File: config.mk
export PLATFORM = sky130hd
export DESIGN_NAME = aes_round_key_reader
export DESIGN_NICKNAME = d
export VERILOG_FILES = /design/src/rtl/aes_key_pkg.sv /design/src/rtl/aes_rk_fetch.sv /design/src/rtl/aes_round_key_reader.sv
export SDC_FILE = /design/constraint.sdc
export NUM_CORES = 1
export LEC_CHECK = 0
export CORE_MARGIN = 1
export CORE_UTILIZATION = 30
export CTS_CLUSTER_DIAMETER = 200
export DETAILED_ROUTE_END_ITERATION = 10
export HOLD_SLACK_MARGIN = 0.02
export PLACE_DENSITY_LB_ADDON = 0.08
export RECOVER_POWER = 50
export SETUP_SLACK_MARGIN = 0.05
export SYNTH_ARGS = -nofsm -noshare
export SYNTH_HDL_FRONTEND = slang
export SYNTH_HIERARCHICAL = 1
export SYNTH_SLANG_ARGS = --single-unit
File: constraint.sdc
create_clock -name Clk -period 6.91 [get_ports Clk]
set_clock_uncertainty 0.05 [all_clocks]
set_input_delay 0.691 -clock Clk [delete_from_list [all_inputs] [get_ports Clk]]
set_output_delay 0.691 -clock Clk [all_outputs]
set_load 0.01 [all_outputs]
File: src/rtl/aes_key_pkg.sv
// aes_key_pkg: key-length encodings, round counts and reader state type shared by the round-key reader.
package aes_key_pkg;
    localparam int WORD_W = 32;

    typedef enum logic [1:0] {
        KL_128 = 2'b00,
        KL_192 = 2'b01,
        KL_256 = 2'b10,
        KL_RSV = 2'b11
    } key_len_e;

    localparam logic [3:0] NR_128 = 4'd10;
    localparam logic [3:0] NR_192 = 4'd12;
    localparam logic [3:0] NR_256 = 4'd14;

    typedef enum logic [2:0] {
        ST_IDLE,
        ST_WAIT_EXP,
        ST_FETCH,
        ST_CAPTURE,
        ST_PRESENT
    } state_e;

    // The reserved encoding falls back to AES-128.
    function automatic logic [3:0] nr_of(input logic [1:0] key_len);
        return key_len == KL_192 ? NR_192 : key_len == KL_256 ? NR_256 : NR_128;
    endfunction
endpackage

File: src/rtl/aes_rk_fetch.sv
// aes_rk_fetch: issues four consecutive word reads and assembles the returned words MSB-first into one round key.
module aes_rk_fetch #(
    parameter int WORD_W = 32,
    parameter int ADDR_W = 6
) (
    input  logic                clk,
    input  logic                rst,
    input  logic                go,
    input  logic                clr,
    input  logic [ADDR_W-1:0]   base,
    input  logic [WORD_W-1:0]   word_data,
    output logic                rd_en,
    output logic [ADDR_W-1:0]   addr,
    output logic [4*WORD_W-1:0] key,
    output logic                full,
    output logic                last_rd,
    output logic                cap,
    output logic                busy
);
    // Phases 1..4 issue reads; phases 2..5 take the word read one cycle earlier.
    logic [2:0]        cnt;
    logic [ADDR_W-1:0] base_q;

    assign busy    = cnt != 3'd0;
    assign cap     = cnt == 3'd5;
    assign last_rd = cnt == 3'd4;
    assign rd_en   = busy && !cap;
    assign addr    = rd_en ? base_q + ADDR_W'(cnt - 3'd1) : '0;

    always_ff @(posedge clk) begin
        if (rst) begin
            cnt    <= 3'd0;
            base_q <= '0;
            key    <= '0;
            full   <= 1'b0;
        end else begin
            if (go) begin
                cnt    <= 3'd1;
                base_q <= base;
                full   <= 1'b0;
            end else if (busy) begin
                cnt  <= cap ? 3'd0 : cnt + 3'd1;
                full <= cap;
            end else if (clr) begin
                full <= 1'b0;
            end
            if (cnt >= 3'd2) key <= {key[3*WORD_W-1:0], word_data};
        end
    end
endmodule

File: src/rtl/aes_round_key_reader.sv
// aes_round_key_reader: reads expanded-key words back four at a time and presents round keys over valid/next.
// Define AES_RK_PREFETCH_EN to fetch the following key into a second buffer while the current one is presented.
module aes_round_key_reader
    import aes_key_pkg::*;
#(
    parameter int WORD_W = 32,
    parameter int ADDR_W = 6
) (
    input  logic                Clk,
    input  logic                Rst,
    input  logic                Start,
    input  logic                Decrypt,
    input  logic [1:0]          KeyLen,
    input  logic                Expand_Done,
    output logic                Word_Rd_En,
    output logic [ADDR_W-1:0]   Word_Addr,
    input  logic [WORD_W-1:0]   Word_Data,
    output logic [4*WORD_W-1:0] RoundKey,
    output logic                RoundKey_Valid,
    input  logic                Next,
    output logic [3:0]          Round_Num,
    output logic                Last,
    output logic                Busy,
    output logic                Done
);
    state_e            state;
    logic              dec;
    logic              done_q;
    logic              valid;
    logic              hs;
    logic              adv;
    logic              start_ok;
    logic              exp_go;
    logic [3:0]        nr;
    logic [3:0]        r;
    logic [3:0]        rn;
    logic              act_last_rd;
    logic              act_cap;
    logic              oth_full;
    logic [ADDR_W-1:0] base_cur;
    logic [ADDR_W-1:0] base_nxt;

    assign valid    = state == ST_PRESENT;
    assign Last     = valid && (dec ? r == 4'd0 : r == nr);
    assign hs       = valid && Next;
    assign adv      = hs && !Last;
    assign start_ok = state == ST_IDLE && Start;
    assign exp_go   = state == ST_WAIT_EXP && Expand_Done;
    assign rn       = dec ? r - 4'd1 : r + 4'd1;
    assign base_cur = ADDR_W'({r, 2'b00});
    assign base_nxt = ADDR_W'({rn, 2'b00});

    assign RoundKey_Valid = valid;
    assign Round_Num      = r;
    assign Busy           = state != ST_IDLE;
    assign Done           = done_q;

`ifdef AES_RK_PREFETCH_EN
    // Two buffers used ping-pong: sel names the one being presented.
    logic                sel;
    logic                pf_go;
    logic [1:0]          go;
    logic [1:0]          clr;
    logic [1:0]          rd;
    logic [1:0]          full;
    logic [1:0]          lrd;
    logic [1:0]          cp;
    logic [1:0]          bsy;
    logic [ADDR_W-1:0]   addr [2];
    logic [4*WORD_W-1:0] key  [2];

    assign pf_go = valid && !Last && !bsy[~sel] && !full[~sel];

    for (genvar i = 0; i < 2; i++) begin : g_fetch
        localparam logic id = (i == 1);
        assign go[i]  = (exp_go && !id) || (pf_go && sel != id);
        assign clr[i] = start_ok || (adv && sel == id);
        aes_rk_fetch #(.WORD_W(WORD_W), .ADDR_W(ADDR_W)) u_fetch (
            .clk(Clk), .rst(Rst), .go(go[i]), .clr(clr[i]),
            .base(exp_go ? base_cur : base_nxt), .word_data(Word_Data),
            .rd_en(rd[i]), .addr(addr[i]), .key(key[i]), .full(full[i]),
            .last_rd(lrd[i]), .cap(cp[i]), .busy(bsy[i])
        );
    end

    assign Word_Rd_En  = |rd;
    assign Word_Addr   = addr[0] | addr[1];
    assign RoundKey    = key[sel];
    assign act_last_rd = lrd[sel];
    assign act_cap     = cp[sel];
    assign oth_full    = full[~sel];

    always_ff @(posedge Clk) begin
        if (Rst || start_ok) sel <= 1'b0;
        else if (adv) sel <= ~sel;
    end
`else
    logic f_full;
    logic f_busy;
    logic unused_ok;

    aes_rk_fetch #(.WORD_W(WORD_W), .ADDR_W(ADDR_W)) u_fetch (
        .clk(Clk), .rst(Rst), .go(exp_go || adv), .clr(1'b0),
        .base(exp_go ? base_cur : base_nxt), .word_data(Word_Data),
        .rd_en(Word_Rd_En), .addr(Word_Addr), .key(RoundKey), .full(f_full),
        .last_rd(act_last_rd), .cap(act_cap), .busy(f_busy)
    );

    assign oth_full  = 1'b0;
    assign unused_ok = f_full ^ f_busy;
`endif

    always_ff @(posedge Clk) begin
        if (Rst) begin
            state  <= ST_IDLE;
            dec    <= 1'b0;
            nr     <= 4'd0;
            r      <= 4'd0;
            done_q <= 1'b0;
        end else begin
            done_q <= hs && Last;
            case (state)
                ST_IDLE: if (start_ok) begin
                    state <= ST_WAIT_EXP;
                    dec   <= Decrypt;
                    nr    <= nr_of(KeyLen);
                    r     <= Decrypt ? nr_of(KeyLen) : 4'd0;
                end
                ST_WAIT_EXP: if (Expand_Done) state <= ST_FETCH;
                // A prefetch already in its capture phase completes straight into PRESENT.
                ST_FETCH:   state <= act_cap ? ST_PRESENT : act_last_rd ? ST_CAPTURE : ST_FETCH;
                ST_CAPTURE: state <= ST_PRESENT;
                ST_PRESENT: if (hs) begin
                    state <= Last ? ST_IDLE : oth_full ? ST_PRESENT : ST_FETCH;
                    if (!Last) r <= rn;
                end
                default: state <= ST_IDLE;
            endcase
        end
    end
endmodule

==> impl_metrics.yaml <==
grt:
  grt-ovfl-total: 0
  grt_usage_pct: 16.2
  grt_start_max_net_pins: 97
  grt_pass1_wl_um: 25900
  antenna_found_initial: 0
  grt_pass1_vias: 4865
final_layout:
  fin_area_um2: 8380
  area_delta_synth_final_pct: 40.9
  final_net_count: 940
  diodes: 0
  fillerInstances: 1941
  final_util_pct: 43.1
  drive_above_1_share_pct: 4.58
floorplan:
  die_w_um: 143
  ios: 183
  die_h_um: 143
  rows: 51
  dieArea_um2: 20400
  initial_utilization_pct: 30.6
  coreArea_um2: 19500
clock_tree:
  cts_resized: 0
  cts-root-buf: "clkbuf_16"
  clk_latency_ns: 0.42
  cts_tree: "built"
  clock-sinks: 149
  htreeDepth: 4
  postCtsHoldBufs: 0
  clockBufferDepth: 2
  clk_pin_slew_worst_paths_ns: 0.06
  postCtsSetupBuffers: 0
  cts_buffers: 17
critical_path:
  arrival_ns: 4.50
  r2r_slack_ns: 3.84
  worstPathRequired_ns: 6.94
  crit_family: "buffers and inverters"
  crit_path_end_kind: "register"
  crit_buf_inv: 2
  startpoint_type: "input port"
  slowest_delay_ns: 3.02
  cp_cell_sequence: "buf_4 -> clkbuf_1 -> a2111oi_0"
  cp_slowest_cell: "clkbuf_1"
  cp_max_fo: 96
  critPathKind: "in -> reg"
timing:
  tns_ns: 0
  hold_viol: 0
  rsz0062_at_grt: "false"
  fmax_mhz: 224
  worst_pin_slew_ns: 4.25
  period_minus_slack_ns: 4.47
  setup_violations: 0
  period_share_pct: 64.7
  slew_viol_final: 97
  slew_headroom_pct: -184
route:
  wl_um: 16200
  drtAntennaViolNets: 0
  dr.pass1.iters: 4
  drc: 0
  num_vias: 5190
  wl_per_cell_um: 13.9
  drtIter0Drc: 302
  via_per_inst: 4.47
status:
  violations: "max-capacitance violations, max-slew violations"
  status: "finished, violations left"
placement:
  port_buffers: 182
  routabilityCongestion: 0.779
  dp_hpwl_um: 10900
  placed_area_um2: 7810
flow_run:
  maxCapViolCount: 1
pwr:
  seqPwrFrac_pct: 34.2
  pwr-share-clk_pct: 30.9
  swShare_pct: 36.9
  combPwrFrac_pct: 34.9
  peakVddDrop_mv: 0.211
  p_sw_mw: 1.14
  power_leakage_nw: 3.33
  internal_power_mw: 1.95
  p_per_area_nw_per_um2: 369
synthesis:
  syn-cell-area_um2: 5950
  yosys_warnings: 6
  postSynthAreaPerCell_um2: 8.20
  synthCells: 726
min_path:
  min_path_type: "reg -> reg"
[stage by stage]
| step | std cells | hold WS (ns) | power (mW) | setup WS [ns] |
|---|---|---|---|---|
| detailed placement | 1130 | 0.395 | 2.22 | 3.46 |
| finish | 1161 | 0.395 | 3.09 | 2.44 |
| global placement | 1130 | 0.388 | 2.19 | 3.56 |
| floorplan | 727 | 0.412 | 1.90 | 4.08 |
| CTS | 1161 | 0.403 | 3.19 | 3.00 |
| global route | 1161 | 0.417 | 3.31 | 1.91 |
[per-layer routing]
layer,wire length [µm],part of all wire (%),track usage (%),up-vias
li1,-,-,-,2691
met1,7900,49,21.8,2350
met2,7050,44,24.0,138
met3,996,6.2,5.63,11
met4,234,1.4,5.66,0
met5,0,0,0,-
[tightest hold or removal path: cells and delay by family, from the launching register on]
| family | cells | cell delay [ns] |
|---|---|---|
| compound gates | 1 | 0.05 |
| simple gates | 1 | 0.05 |
| flops | 1 | 0.30 |
[state kept, by name (all words and copies together), names as in the netlist]
signal,flops
Done,1
Round_Num,4
dec,1
nr,3
state,3
u_fetch/base_q,6
u_fetch/cnt,3
u_fetch/key,128
[power by group through the flow]
stage | combinational [mW] | clock, mW | sequential [mW]
CTS | 1.14 | 0.983 | 1.06
global route | 1.21 | 1.02 | 1.08
global placement | 1.12 | 0 | 1.07
finish | 1.08 | 0.956 | 1.06
detailed placement | 1.14 | 0 | 1.08
floorplan | 0.794 | 0 | 1.10
[final cells by class]
class                           instances  area, µm²  area share, %
Sequential cell                       149       2980           35.6
Multi-Input combinational cell        516       2550           30.5
Timing Repair Buffer                  186       1850           22.0
Clock buffer                           20        467           5.57
Tap cell                              265        332           3.95
Clock inverter                         11        149           1.78
Inverter                               14       53.8          0.642
[path summary, 6_finish.rpt]
path / startpoint / endpoint / cells after the start
setup / recovery: Rst / u_fetch/cnt[1] / 3
hold / removal: u_fetch/key[106] / u_fetch/key[106] / 2
setup reg to reg: u_fetch/cnt[0] / u_fetch/key[100] / 7
hold reg to reg: u_fetch/key[106] / u_fetch/key[106] / 2
[placed cells by master (no fill, tap or decap), drive strengths merged, types with 2 or more instances in the layout]
cell type / instances
nand3: 3
a211oi: 7
o21ai: 6
and2: 4
buf: 4
clkbuf: 21
conb: 2
nand3b: 2
a21oi: 137
dlygate4sd3: 127
dfxtp: 149
fa: 2
o22ai: 2
xnor2: 7
mux2i: 9
nor3: 4
or3: 4
nand2: 264
ha: 14
bufinv: 3
inv: 15
nor2: 26
clkinv: 4
xor2: 4
a21o: 4
clkdlybuf4s50: 54
clkinvlp: 3
No activity file was read; power rests on OpenSTA's default activity.
